## src/rtl/buffer_register_serial.sv

```systemverilog
// buffer_register_serial
//   One-word buffer register between the memory sense amplifiers and the
//   serial arithmetic unit. In idle it OR-accumulates sense-amp channels and
//   syllable-gated transfer-register data, with an active-low clear that
//   breaks recirculation. It checks odd parity on memory reads and can shift
//   the held word out LSB-first.
//
// Ports
//   CLK, RESET         clock, synchronous active-high reset
//   CBRVN              active-low clear (drops recirculation this cycle)
//   SBRZV / SBRYV      TR load enables for Z / Y syllable bits
//   TR[W]              transfer register data
//   SA[N_MOD*W]        sense-amp data, module m at [m*W +: W]
//   SA_VALID[N_MOD]    per-module sense strobe
//   SA_PAR[N_MOD]      per-module stored parity bit
//   SHIFT              start serial shift-out
//   BR / BRN [W]       contents and complement
//   SER_OUT            serial bit (BR[0] while BUSY, else 0)
//   BUSY / DONE        shift in progress / one-cycle end-of-shift pulse
//   PAR_ERR            sticky parity error
module buffer_register_serial #(
    parameter int             W        = 26,
    parameter int             N_MOD    = 4,
    parameter logic [W-1:0]   SYL_MASK = 26'h3FFE000
) (
    input  logic               CLK,
    input  logic               RESET,
    input  logic               CBRVN,
    input  logic               SBRZV,
    input  logic               SBRYV,
    input  logic [W-1:0]       TR,
    input  logic [N_MOD*W-1:0] SA,
    input  logic [N_MOD-1:0]   SA_VALID,
    input  logic [N_MOD-1:0]   SA_PAR,
    input  logic               SHIFT,
    output logic [W-1:0]       BR,
    output logic [W-1:0]       BRN,
    output logic               SER_OUT,
    output logic               BUSY,
    output logic               DONE,
    output logic               PAR_ERR
);

    localparam int CW = $clog2(W);

    typedef enum logic {IDLE = 1'b0, SHIFTING = 1'b1} state_t;

    state_t         state_q, state_d;
    logic [W-1:0]   br_q, br_d;
    logic [CW-1:0]  cnt_q, cnt_d;
    logic           busy_q, busy_d;
    logic           ser_q, ser_d;
    logic           done_q, done_d;
    logic           par_err_q, par_err_d;

    logic [W-1:0]   s_merge;
    logic           any_valid;
    logic           par_ok;

    // Wired-OR of all strobed sense channels; colliding channels simply merge.
    always_comb begin
        s_merge = '0;
        for (int m = 0; m < N_MOD; m++) begin
            if (SA_VALID[m]) s_merge = s_merge | SA[m*W +: W];
        end
    end

    assign any_valid = |SA_VALID;
    // Stored parity bits of strobed modules are ORed as well; odd overall
    // parity (data plus parity bit) is the good case.
    assign par_ok    = (^s_merge) ^ (|(SA_PAR & SA_VALID));

    always_comb begin
        state_d   = state_q;
        br_d      = br_q;
        cnt_d     = cnt_q;
        done_d    = 1'b0;
        par_err_d = par_err_q;

        case (state_q)
            IDLE: begin
                br_d = (br_q & {W{CBRVN}})
                     | s_merge
                     | (TR &  SYL_MASK & {W{SBRYV}})
                     | (TR & ~SYL_MASK & {W{SBRZV}});
                // A detected error takes priority over a clear in the same cycle.
                if (any_valid && !par_ok)
                    par_err_d = 1'b1;
                else if (!CBRVN && !any_valid)
                    par_err_d = 1'b0;
                if (SHIFT) begin
                    state_d = SHIFTING;
                    cnt_d   = CW'(W - 1);
                end
            end
            SHIFTING: begin
                if (cnt_q == '0) begin
                    state_d = IDLE;
                    done_d  = 1'b1;
                    br_d    = '0;
                end else begin
                    br_d  = {1'b0, br_q[W-1:1]};
                    cnt_d = cnt_q - CW'(1);
                end
            end
            default: state_d = IDLE;
        endcase

        // Outputs are registered from next-state values so they line up
        // with BR in the same cycle.
        busy_d = (state_d == SHIFTING);
        ser_d  = busy_d & br_d[0];
    end

    always_ff @(posedge CLK) begin
        if (RESET) begin
            state_q   <= IDLE;
            br_q      <= '0;
            cnt_q     <= '0;
            busy_q    <= 1'b0;
            ser_q     <= 1'b0;
            done_q    <= 1'b0;
            par_err_q <= 1'b0;
        end else begin
            state_q   <= state_d;
            br_q      <= br_d;
            cnt_q     <= cnt_d;
            busy_q    <= busy_d;
            ser_q     <= ser_d;
            done_q    <= done_d;
            par_err_q <= par_err_d;
        end
    end

    assign BR      = br_q;
    assign BRN     = ~br_q;
    assign SER_OUT = ser_q;
    assign BUSY    = busy_q;
    assign DONE    = done_q;
    assign PAR_ERR = par_err_q;

endmodule

```

## config.mk

```make
export PLATFORM = sky130hd
export DESIGN_NAME = buffer_register_serial
export DESIGN_NICKNAME = d
export VERILOG_FILES = /design/src/rtl/buffer_register_serial.sv
export SDC_FILE = /design/constraint.sdc
export NUM_CORES = 1
export LEC_CHECK = 0
export CAP_MARGIN = 25
export CORE_AREA = 10 10 93 95
export CTS_BUF_LIST = sky130_fd_sc_hd__clkbuf_4
export DETAILED_ROUTE_END_ITERATION = 8
export DIE_AREA = 0 0 103 105
export PLACE_DENSITY = 0.95
export SYNTH_ARGS = -nofsm -noshare
export SYNTH_HDL_FRONTEND = slang
export SYNTH_SLANG_ARGS = --single-unit
```

## constraint.sdc

```tcl
create_clock -name CLK -period 4.32 [get_ports CLK]
set_input_delay 1.296 -clock CLK [delete_from_list [all_inputs] [get_ports CLK]]
set_output_delay 1.296 -clock CLK [all_outputs]
set_load 0.005 [all_outputs]
```

# Word-level counts from Yosys, hierarchy flattened
# Cells that the tools add are included.
[totals]
elab_cells = 51
in_bits = 144
output_inout_bits = 56
reg_bits = 35
[classes]
n_bitwise = 14
add_sub_neg = 1
eq_ne = 2
n_reduce_logical = 13
n_mux = 15
[op_table]
columns = ["op", "n"]
rows = [
  ["$or 26x26->26", 6],
  ["$mux 26", 4],
  ["$and 26x26->26", 2],
  ["$pmux 26 s2", 1],
  ["$and 13x26->26", 1],
  ["$not 26->26", 1],
  ["$reduce_xor 26->1", 1],
  ["$mux 25", 1],
  ["$mux 5", 2],
  ["$pmux 5 s2", 1],
  ["$reduce_or 4->1", 2],
  ["$logic_not 5->1", 1],
  ["$mux 1", 5],
  ["$sub 5x1->5 const B", 1],
  ["$and 4x4->4", 1],
  ["$ne 2x2->1 const B", 2],
  ["$reduce_and 2->1", 2],
  ["$logic_not 1->1", 3],
  ["$logic_and 1x1->1", 2],
  ["$pmux 1 s2", 1],
  ["$reduce_bool 2->1", 1],
  ["$reduce_or 2->1", 1],
  ["$and 1x1->1", 1],
  ["$not 1->1", 1],
  ["$xor 1x1->1", 1],
]

# Logic depth before layout (Yosys ltp)
# Gate-level depths: netlist of the first run.
[logic_depth]
depth_word = 13
mapped_depth = 10
mapped_depth_nobuf = 8

# Worst setup path after synthesis of the first run
# Ideal clock, no wire load.
[synth_path]
path_type = "input to register"
from = "in SA_VALID[0]"
to = "reg par_err_q, in the netlist PAR_ERR"
stages = 8
slack_ns = 1.335
t_required_ns = 4.189
setup_time_ns = 0.131
path_buffers = 1
t_arrival_ns = 2.854
cell_sequence = "buf_6 a22o_1 a221oi_2 xnor2_1 xnor2_2 xnor3_1 xnor3_1 o21ai_1"
[synth_via]
elab_chain_len = 13
elab_cells_between_ends = 19
classes_between = "mux (5); bitwise (5); reduce/logical (9)"
[synth_lines]
columns = ["element", "line", "rtl"]
rows = [
  ["start: declaration", "33", "input logic [N_MOD-1:0] SA_VALID,"],
  ["$mux 26", "64", "if (SA_VALID[m]) s_merge = s_merge | SA[m*W +: W];"],
  ["$or 26x26->26", "64", ""],
  ["$mux 26", "64", ""],
  ["$or 26x26->26", "64", ""],
  ["$mux 26", "64", ""],
  ["$or 26x26->26", "64", ""],
  ["$mux 26", "64", ""],
  ["$reduce_xor 26->1", "71", "assign par_ok = (^s_merge) ^ (|(SA_PAR & SA_VALID));"],
  ["$xor 1x1->1", "71", ""],
  ["$logic_not 1->1", "87", "if (any_valid && !par_ok)"],
  ["$logic_and 1x1->1", "87", ""],
  ["$reduce_bool 2->1 (no line)", "n/a", ""],
  ["$reduce_and 2->1 (no line)", "n/a", ""],
  ["end signal: assignment", "131", "par_err_q <= par_err_d;"],
  ["end: declaration", "54", "logic par_err_q, par_err_d;"],
]
# Parallel ways exist; a longest one is shown, timed or not.
# A chain may end at the register's enable or synchronous reset.

# Worst setup path after layout of the first run
[layout_path]
from = "in SA_VALID[3]"
to = "reg par_err_q, in the netlist PAR_ERR"
[layout_via]
elab_chain_len = 7
elab_cells_between_ends = 13
classes_between = "mux (2); bitwise (2); reduce/logical (9)"
[layout_lines]
columns = ["element", "line"]
rows = [
  ["$mux 26 / $and 4x4->4 (equally long branches)", "64, 71"],
  ["$reduce_xor 26->1 / $reduce_or 4->1 (equally long branches)", "71"],
  ["$xor 1x1->1", "71"],
  ["$logic_not 1->1", "87"],
  ["$logic_and 1x1->1", "87"],
  ["$reduce_bool 2->1 (no line)", "n/a"],
  ["$reduce_and 2->1 (no line)", "n/a"],
]
# Parallel ways exist; a longest one is shown, timed or not.

==> qor.txt, run 1 <==
number of enable-type register cells in the synthesized netlist -> 0
Max Freq -> 0.292 GHz
pin count of the biggest net entering global routing -> 28
number of H-tree branching levels -> 2
setup slack on the worst flop-to-flop path -> 2.43 ns
synthesized netlist cell count -> 297
DR DRC count -> 0
number of nets in the layout -> 632
sum of net half-perimeters after detailed placement -> 9850 um
number of cells on the critical path -> 8
distinct cell type count after synthesis -> 33
Clock power frac -> 15.6%
destination of the worst register-to-register timing path -> BR[12]
starting density of the core -> 35.1%
register share of total power -> 35.4%
final critical-path share of the clock period -> 79.3%
Post-Route Skew -> 0.0110 ns
Synth warnings -> 0
Ant. Diodes -> 0
power share of the combinational group -> 49.1%
clock-pin transition on the worst setup and hold timing paths -> 0.12 ns
Largest delay share family, worst path -> XOR/XNOR gates
worst voltage drop across the vdd grid -> 158 uV
Net Switching -> 369 uW
vias in the first global route -> 3342
Internal Pwr Total -> 806 uW
antenna-violating nets left -> 0
area share of the largest cell type after synthesis -> 29.5%
top-level port count -> 200
Final Hold Violating Endpoints -> 0
share of cells above drive strength 1 -> 4.51%
top-count cell post-synth -> sky130_fd_sc_hd__nand2_1
synthesized area -> 2370 sq um
slew of the pin with the lowest slew margin -> 0.741 ns
number of antenna violations at the first check in global routing -> 0
worst setup path end -> PAR_ERR
CP Buf/Inv Count -> 1
power density over the cells -> 266 nW/um^2
average via count per standard cell -> 5.51
fin crit period -> 3.43 ns
Reg-to-Reg Start -> cnt_q[0]
total wire length after detailed routing -> 11800 um
tightest hold margin -> 0.477 ns
post-synthesis area per instance -> 7.99 sq um
total routing usage reported by global routing -> 20.8%
required time of the critical path -> 4.53 ns
type of destination of the critical path -> register
crit path launch -> SA_VALID[3]
quantity of gates resized following cts -> 0
first-pass GRT wire length -> 17800 um
Layout area overhead -> 85.8%
cell count after placement -> 560
Rel. slew slack -> 50.5%
commonest register cell after synthesis -> sky130_fd_sc_hd__dfxtp_1
insertion delay of the later-clocked pin in the worst-skew pair -> 0.34 ns
CTS Root Cell -> sky130_fd_sc_hd__clkbuf_4
TritonCTS sink count -> 35
crit path max-delay cell type -> sky130_fd_sc_hd__clkdlybuf4s50_1
first-pass iteration count of the detailed router -> 5
number of buffers inserted during clock tree synthesis -> 5
most common library cells after synthesis -> 52 x sky130_fd_sc_hd__nand2_1, 50 x sky130_fd_sc_hd__a22oi_1, 35 x sky130_fd_sc_hd__dfxtp_1
Yosys reg bits -> 35
status -> finished clean
Final TNS setup -> 0 ns
setup repair after global routing missed its margin -> false
startpoint kind of the worst setup timing path -> input pin
arrival time at the worst endpoint -> 3.64 ns
number of cells on the worst reg-to-reg path -> 8
Post-CTS Setup Inserts -> 0
RePlAce Congestion -> 0.816
number of nets produced by synthesis -> 442
Max Cap Viol -> 0
proportion of register bits with asynchronous set or reset after synthesis -> 0%
Hold-fix buffers, CTS -> 0
most repeated library cell on the critical path -> sky130_fd_sc_hd__xnor3_1
biggest cell delay along the critical path -> 0.67 ns
Layout Cells excl Fill -> 568
main area contributors after synthesis -> sky130_fd_sc_hd__dfxtp_1 30%, sky130_fd_sc_hd__a22oi_1 16%, sky130_fd_sc_hd__a221oi_1 9.2%
global-route congestion overflow total -> 0
per-cell routed wire length -> 20.7 um
area of the die -> 10800 sq um
critical path cell sequence -> clkdlybuf4s50_1, a22oi_1, nand2_1, xor2_1, xnor2_1, xnor3_1, xnor3_1, o21ai_1
setup violation total in the final timing report -> 0
critical path start-end classification -> input pin to register
number of max-slew violations in the final report -> 0
buffers added on ports -> 199
Seq/Total Area, Yosys -> 29.5%
overall via count from detail_route -> 3127
Core Area -> 6760 sq um
Leakage Power -> 0.00171 uW
maximum fanout count along the critical path -> 13
Min-Delay Path Class -> register to register
TritonCTS clock tree -> built
Placement Rows -> 30
die height -> 105 um
sw frac -> 31.4%
number of buffers on the longest clock path -> 2
die span in x -> 103 um
final total power -> 1170 uW
DRT iter0 DRCs -> 181
largest area contributor in the netlist -> sky130_fd_sc_hd__dfxtp_1
==> area by class of cell <==
class	count	area [sq um]
multi-input cells	209	1390
inverters	30	113
flip-flops and latches	35	701
repair buffers	206	2040
well taps	80	100
fillers	570	2350
clock buffers	6	45.0
clock inverters	2	12.5
==> worst min path at each step <==
stage | from | to | slack (ns) | cells past startpoint
4_1_cts | cnt_q[4] | DONE | 0.47 | 1
3_5_place_dp | cnt_q[4] | DONE | 0.45 | 1
5_1_grt | cnt_q[4] | DONE | 0.49 | 1
2_1_floorplan | cnt_q[4] | DONE | 0.42 | 1
6_report | cnt_q[4] | DONE | 0.48 | 1
3_3_place_gp | cnt_q[4] | DONE | 0.44 | 1
==> per-layer routing <==
layer  global-route usage [%]  routed length (um)  part of all wire (%)
met3                     8.50                1230                    10
met5                        0                   0                     0
met2                     37.6                6220                    53
met1                     21.3                4100                    35
met4                     5.67                 234                   2.0
==> worst register-to-register path, delay by kind of cell, from the launching register on <==
| family | cells | cell delay [ns] |
|---|---|---|
| AO/OA/AOI/OAI | 2 | 0.57 |
| flip-flops | 1 | 0.35 |
| AND/OR/NAND/NOR | 3 | 0.35 |
| adder cells (fa/ha/maj) | 1 | 0.18 |
| buffers and inverters | 2 | 0.31 |
==> per-stage QoR <==
step | utilization [%] | cell area, sq um | setup WS (ns)
floorplan | - | 2370 | 1.33
finish | 65.3 | 4410 | 0.893
global placement | 64.4 | 4350 | 0.686
global route | 65.3 | 4410 | 0.783
CTS | 65.3 | 4410 | 0.928
detailed placement | 64.4 | 4350 | 0.573
==> kinds of logic (layout without fill, tap and decap cells) <==
family,Yosys count,after routing,share of synthesized area [%]
AND/OR/NAND/NOR,65,65,11.1
AO/OA/AOI/OAI,118,118,36.0
buffers and inverters,53,244,11.9
adder cells (fa/ha/maj),1,1,0.527
flip-flops,35,35,29.5
XOR/XNOR,25,25,11.0
==> power by group through the flow <==
stage	registers (uW)	logic (uW)	clock network (uW)
floorplan	409	265	0
global placement	420	564	0
detailed placement	422	578	0
CTS	415	579	187
global route	421	618	201
finish	415	576	183
==> cells in the final DEF (no fill, tap or decap), types with 4 or more instances in the layout <==
cell type,Yosys,routed
sky130_fd_sc_hd__a22oi_1,50,50
sky130_fd_sc_hd__buf_4,1,7
sky130_fd_sc_hd__o21ai_0,25,25
sky130_fd_sc_hd__a221oi_1,25,25
sky130_fd_sc_hd__nor2_1,5,4
sky130_fd_sc_hd__inv_1,30,30
sky130_fd_sc_hd__nand2_1,52,52
sky130_fd_sc_hd__clkdlybuf4s50_1,0,199
sky130_fd_sc_hd__xor2_1,4,4
sky130_fd_sc_hd__clkbuf_4,0,6
sky130_fd_sc_hd__xnor2_1,17,17
sky130_fd_sc_hd__a21oi_1,7,7
sky130_fd_sc_hd__dfxtp_1,35,35
==> state kept, by name, indices dropped and copies added (netlist names) <==
name	count
BR	26
cnt_q	5
BUSY	1
DONE	1
PAR_ERR	1
SER_OUT	1
No activity file was read; power rests on OpenSTA's default activity.
==> inputs of run 2 (changes only) <==
--- a/config.mk
+++ b/config.mk
@@ -6,11 +6,11 @@
 export NUM_CORES = 1
 export LEC_CHECK = 0
 export CAP_MARGIN = 25
-export CORE_AREA = 10 10 93 95
+export CORE_AREA = 10 10 96 98
 export CTS_BUF_LIST = sky130_fd_sc_hd__clkbuf_4
 export DETAILED_ROUTE_END_ITERATION = 8
-export DIE_AREA = 0 0 103 105
-export PLACE_DENSITY = 0.95
+export DIE_AREA = 0 0 106 108
+export PLACE_DENSITY = 0.92
 export SYNTH_ARGS = -nofsm -noshare
 export SYNTH_HDL_FRONTEND = slang
 export SYNTH_SLANG_ARGS = --single-unit
==> constraint.sdc (replaced) <==
create_clock -name CLK -period 3.2 [get_ports CLK]
set_input_delay 0.96 -clock CLK [delete_from_list [all_inputs] [get_ports CLK]]
set_output_delay 0.96 -clock CLK [all_outputs]
set_load 0.005 [all_outputs]
==> run 2 against run 1 <==
Against the previous run: sequential share of layout area fell by 0.56 points; critical path depth increased by 1; via count up 0.90%; global-route usage is 1.6 points lower; clock-buffer cell count did not move; critical endpoint unchanged.
==> qor.txt, run 2 (same netlist as run 1, synthesis figures left out) <==
total placed instance area -> 4450 sq um
maximum fanout count along the critical path -> 12
die height -> 108 um
Post-Route Skew -> 0.0109 ns
total met3 wirelength after detailed routing -> 1220 um
pin count of the biggest net entering global routing -> 28
critical path start-end classification -> input pin to register
number of antenna violations at the first check in global routing -> 0
DR DRC count -> 0
insertion delay of the later-clocked pin in the worst-skew pair -> 0.34 ns
die span in x -> 106 um
quantity of gates resized following cts -> 0
met1 routed wirelength after detailed routing -> 4220 um
vias in the first global route -> 3342
Leakage Power -> 0.00178 uW
setup violation total in the final timing report -> 0
starting density of the core -> 31.9%
fin crit period -> 2.89 ns
buffers added on ports -> 199
register share of total power -> 31.7%
top-level port count -> 200
type of destination of the critical path -> register
global-route congestion overflow total -> 0
worst voltage drop across the vdd grid -> 235 uV
Min-Delay Path Class -> register to register
per-cell routed wire length -> 19.5 um
number of H-tree branching levels -> 2
startpoint kind of the worst setup timing path -> input pin
number of nets in the layout -> 639
RePlAce Congestion -> 0.866
number of buffers inserted during clock tree synthesis -> 5
Final Hold Violating Endpoints -> 0
final critical-path share of the clock period -> 90.2%
highest routed metal layer -> met4
power share of the combinational group -> 45.2%
share of cells above drive strength 1 -> 5.86%
smallest setup slack after layout -> 0.313 ns
clock-pin transition on the worst setup and hold timing paths -> 0.11 ns
antenna-violating nets left -> 0
Internal Pwr Total -> 1260 uW
total routing usage reported by global routing -> 19.3%
sw frac -> 28.3%
Layout area overhead -> 92.5%
number of buffers on the longest clock path -> 2
required time of the critical path -> 3.42 ns
Max Cap Viol -> 0
Clock power frac -> 23.1%
Placement Rows -> 32
overall via count from detail_route -> 3155
Net Switching -> 497 uW
total wire length after detailed routing -> 11600 um
TritonCTS sink count -> 35
sum of net half-perimeters after detailed placement -> 9810 um
setup repair after global routing missed its margin -> false
DRT iter0 DRCs -> 214
area of the die -> 11400 sq um
max FFs per register -> 26
TritonCTS clock tree -> built
number of max-slew violations in the final report -> 0
slew of the pin with the lowest slew margin -> 0.655 ns
arrival time at the worst endpoint -> 3.11 ns
status -> finished clean
total length of routed met2 wires -> 5920 um
FILL cells -> 658
first-pass iteration count of the detailed router -> 5
power density over the cells -> 384 nW/um^2
average via count per standard cell -> 5.28
Post-CTS Setup Inserts -> 0
pre-CTS setup slack -> -0.0537 ns
summed area of non-filler cells in the final layout -> 4570 sq um
Max Freq -> 0.346 GHz
Hold-fix buffers, CTS -> 0
commonest non-fill, non-tap cells in the layout -> 199 x sky130_fd_sc_hd__clkdlybuf4s50_1, 52 x sky130_fd_sc_hd__nand2_1, 50 x sky130_fd_sc_hd__a22oi_1, 35 x sky130_fd_sc_hd__dfxtp_1, 30 x sky130_fd_sc_hd__inv_1
Ant. Diodes -> 0
Rel. slew slack -> 56.2%
first-pass GRT wire length -> 17600 um
CTS Root Cell -> sky130_fd_sc_hd__clkbuf_4
Core Area -> 7450 sq um
leading cell type in the layout, fill and taps excluded -> sky130_fd_sc_hd__clkdlybuf4s50_1
[run 2: changes by cell type in the layout (fill, tap and decap cells not counted)]
cell	change
sky130_fd_sc_hd__clkinv_2	-1
sky130_fd_sc_hd__buf_8	+1
sky130_fd_sc_hd__bufinv_16	+2
sky130_fd_sc_hd__buf_4	+4
sky130_fd_sc_hd__buf_12	+2
sky130_fd_sc_hd__clkinvlp_4	-1
[run 2: through the flow]
| step | util, % | setup TNS [ns] | total power, uW | hold WS (ns) | instances |
|---|---|---|---|---|---|
| floorplan | - | 0 | 910 | 0.422 | 297 |
| global placement | 59.7 | 0 | 1340 | 0.439 | 588 |
| detailed placement | 59.7 | -0.0537 | 1360 | 0.451 | 588 |
| CTS | 61.2 | 0 | 1760 | 0.467 | 596 |
| global route | 61.4 | 0 | 1850 | 0.492 | 597 |
| finish | 61.4 | 0 | 1760 | 0.470 | 597 |
[run 2: power by group through the flow]
stage | clock network (uW) | logic (uW) | registers, uW
2_1_floorplan | 0 | 358 | 552
3_3_place_gp | 0 | 776 | 565
3_5_place_dp | 0 | 795 | 567
4_1_cts | 409 | 797 | 557
5_1_grt | 431 | 853 | 567
6_report | 406 | 793 | 557
[run 2: layer usage]
layer  vias up  track usage (%)
li1       1476                -
met1      1481             19.6
met2       174             35.1
met3        24             8.21
met4         0             6.19
met5         -                0
[run 2: critical path, cell delays in order]
cell	delay, ns
sky130_fd_sc_hd__clkdlybuf4s50_1	0.39
sky130_fd_sc_hd__buf_4	0.19
sky130_fd_sc_hd__a22o_1	0.21
sky130_fd_sc_hd__a221oi_2	0.23
sky130_fd_sc_hd__xnor2_1	0.21
sky130_fd_sc_hd__xnor2_2	0.16
sky130_fd_sc_hd__xnor3_1	0.33
sky130_fd_sc_hd__xnor3_1	0.37
sky130_fd_sc_hd__o21ai_1	0.06
[run 2: path summary, 6_finish.rpt]
| path | from | endpoint | slack, ns | depth (start not counted) |
|---|---|---|---|---|
| worst max-delay path | SA_VALID[1] | PAR_ERR | 0.31 | 9 |
| worst min-delay path | cnt_q[4] | DONE | 0.47 | 1 |
| worst max register to register | cnt_q[0] | SER_OUT | 1.28 | 9 |
| worst min register to register | cnt_q[4] | DONE | 0.47 | 1 |
[run 2: area by class of cell]
cell class | instances | area [sq um] | area share [%]
inverter | 30 | 113 | 2.46
timing repair buffer | 213 | 2130 | 46.6
multi-input combinational | 209 | 1390 | 30.5
sequential | 35 | 701 | 15.3
clock inverter | 2 | 60.1 | 1.31
clock buffer | 6 | 45.0 | 0.986
tap | 102 | 128 | 2.79
==> inputs of run 3 (changes only) <==
--- a/config.mk
+++ b/config.mk
@@ -5,7 +5,7 @@
 export SDC_FILE = /design/constraint.sdc
 export NUM_CORES = 1
 export LEC_CHECK = 0
-export CAP_MARGIN = 25
+export CAP_MARGIN = 20
 export CORE_AREA = 10 10 96 98
 export CTS_BUF_LIST = sky130_fd_sc_hd__clkbuf_4
 export DETAILED_ROUTE_END_ITERATION = 8
==> run 3 against run 2 <==
Against the previous run: utilization down 0.20 points; sequential power about the same; setup slack lost 0.0055 ns; maximum frequency down 0.19%; clock-buffer cell count stayed put; total power is 0.29% lower; flip-flop and latch count stayed put; die area unchanged.
==> qor.txt, run 3 (same netlist as run 1, synthesis figures left out) <==
status -> finished clean
number of H-tree branching levels -> 2
area of the die -> 11400 sq um
crit path launch -> SA_VALID[1]
sum of net half-perimeters after detailed placement -> 9810 um
per-cell routed wire length -> 19.5 um
commonest non-fill, non-tap cells in the layout -> 199 x sky130_fd_sc_hd__clkdlybuf4s50_1, 52 x sky130_fd_sc_hd__nand2_1, 50 x sky130_fd_sc_hd__a22oi_1, 35 x sky130_fd_sc_hd__dfxtp_1, 30 x sky130_fd_sc_hd__inv_1
cell count after placement -> 588
Hold-fix buffers, CTS -> 0
arrival time at the worst endpoint -> 3.12 ns
Max Freq -> 0.346 GHz
vias in the first global route -> 3342
critical path start-end classification -> input pin to register
Max Cap Viol -> 0
CTS Root Cell -> sky130_fd_sc_hd__clkbuf_4
number of buffers on the longest clock path -> 2
share of cells above drive strength 1 -> 5.67%
DR DRC count -> 0
Ant. Diodes -> 0
final critical-path share of the clock period -> 90.4%
power density over the cells -> 384 nW/um^2
Post-CTS Setup Inserts -> 0
pin count of the biggest net entering global routing -> 28
total routing usage reported by global routing -> 19.3%
total wire length after detailed routing -> 11600 um
top-level port count -> 200
Final TNS setup -> 0 ns
DRT iter0 DRCs -> 175
setup slack on the worst flop-to-flop path -> 0.90 ns
maximum fanout count along the critical path -> 12
Layout area overhead -> 91.9%
Reg-to-Reg Start -> cnt_q[0]
TritonCTS clock tree -> built
Min-Delay Path Class -> register to register
antenna-violating nets left -> 0
average via count per standard cell -> 5.24
overall via count from detail_route -> 3122
final total power -> 1750 uW
leading cell type in the layout, fill and taps excluded -> sky130_fd_sc_hd__clkdlybuf4s50_1
setup repair after global routing missed its margin -> false
die height -> 108 um
TritonCTS sink count -> 35
number of max-slew violations in the final report -> 0
max FFs per register -> 26
startpoint of the lowest-slack hold path -> cnt_q[4]
die span in x -> 106 um
smallest setup slack after layout -> 0.308 ns
total placed instance area -> 4450 sq um
Layout Cells excl Fill -> 596
summed area of non-filler cells in the final layout -> 4550 sq um
first-pass iteration count of the detailed router -> 4
pre-CTS setup slack -> -0.0537 ns
type of destination of the critical path -> register
fin crit period -> 2.89 ns
quantity of gates resized following cts -> 0
starting density of the core -> 31.9%
setup violation total in the final timing report -> 0
Placement Rows -> 32
first-pass GRT wire length -> 17600 um
Leakage Power -> 0.00177 uW
global-route congestion overflow total -> 0
insertion delay of the later-clocked pin in the worst-skew pair -> 0.34 ns
worst voltage drop across the vdd grid -> 235 uV
startpoint kind of the worst setup timing path -> input pin
Final Hold Violating Endpoints -> 0
number of buffers inserted during clock tree synthesis -> 5
slew of the pin with the lowest slew margin -> 1.01 ns
number of nets in the layout -> 638
clock-pin transition on the worst setup and hold timing paths -> 0.11 ns
Rel. slew slack -> 32.4%
number of antenna violations at the first check in global routing -> 0
RePlAce Congestion -> 0.866
Post-Route Skew -> 0.00750 ns
buffers added on ports -> 199
required time of the critical path -> 3.42 ns
Core Area -> 7450 sq um
run 3: cell count changes in the layout (fill, tap and decap cells not counted):
cell / delta
sky130_fd_sc_hd__buf_8: -1
run 3: path summary, 6_finish.rpt:
kind,depth (start not counted),endpoint
max,9,PAR_ERR
min,1,DONE
min reg2reg,1,DONE
max reg2reg,8,SER_OUT
run 3: area by class of cell:
| type | instances | area (sq um) |
|---|---|---|
| Clock buffer | 6 | 45.0 |
| Clock inverter | 2 | 60.1 |
| Multi-Input combinational cell | 209 | 1390 |
| Fill cell | 660 | 2890 |
| Timing Repair Buffer | 212 | 2110 |
| Tap cell | 102 | 128 |
| Sequential cell | 35 | 701 |
| Inverter | 30 | 113 |
run 3: per-stage QoR:
stage          hold slack, ns  utilization (%)
4_1_cts                 0.467             61.2
6_report                0.465             61.2
5_1_grt                 0.492             61.2
3_5_place_dp            0.451             59.7
3_3_place_gp            0.439             59.7
2_1_floorplan           0.422                -
run 3: where the power goes:
part	switching, uW	internal, uW
Combinational	279	510
Sequential	62.3	495
Clock	152	252
run 3: worst max-delay path, cell delays in order:
cell and delay [ns]:
sky130_fd_sc_hd__clkdlybuf4s50_1 0.39, sky130_fd_sc_hd__buf_4 0.18, sky130_fd_sc_hd__a22o_1 0.21, sky130_fd_sc_hd__a221oi_2 0.23
sky130_fd_sc_hd__xnor2_1 0.21, sky130_fd_sc_hd__xnor2_2 0.16, sky130_fd_sc_hd__xnor3_1 0.33, sky130_fd_sc_hd__xnor3_1 0.37
sky130_fd_sc_hd__o21ai_1 0.06
run 3: routing by layer:
| metal | up-vias | GRT usage, % | part of all wire, % |
|---|---|---|---|
| met5 | - | 0 | 0 |
| met4 | 0 | 6.19 | 2.1 |
| met3 | 20 | 8.21 | 11 |
| met2 | 180 | 35.1 | 52 |
| met1 | 1447 | 19.6 | 35 |
| li1 | 1475 | - | - |
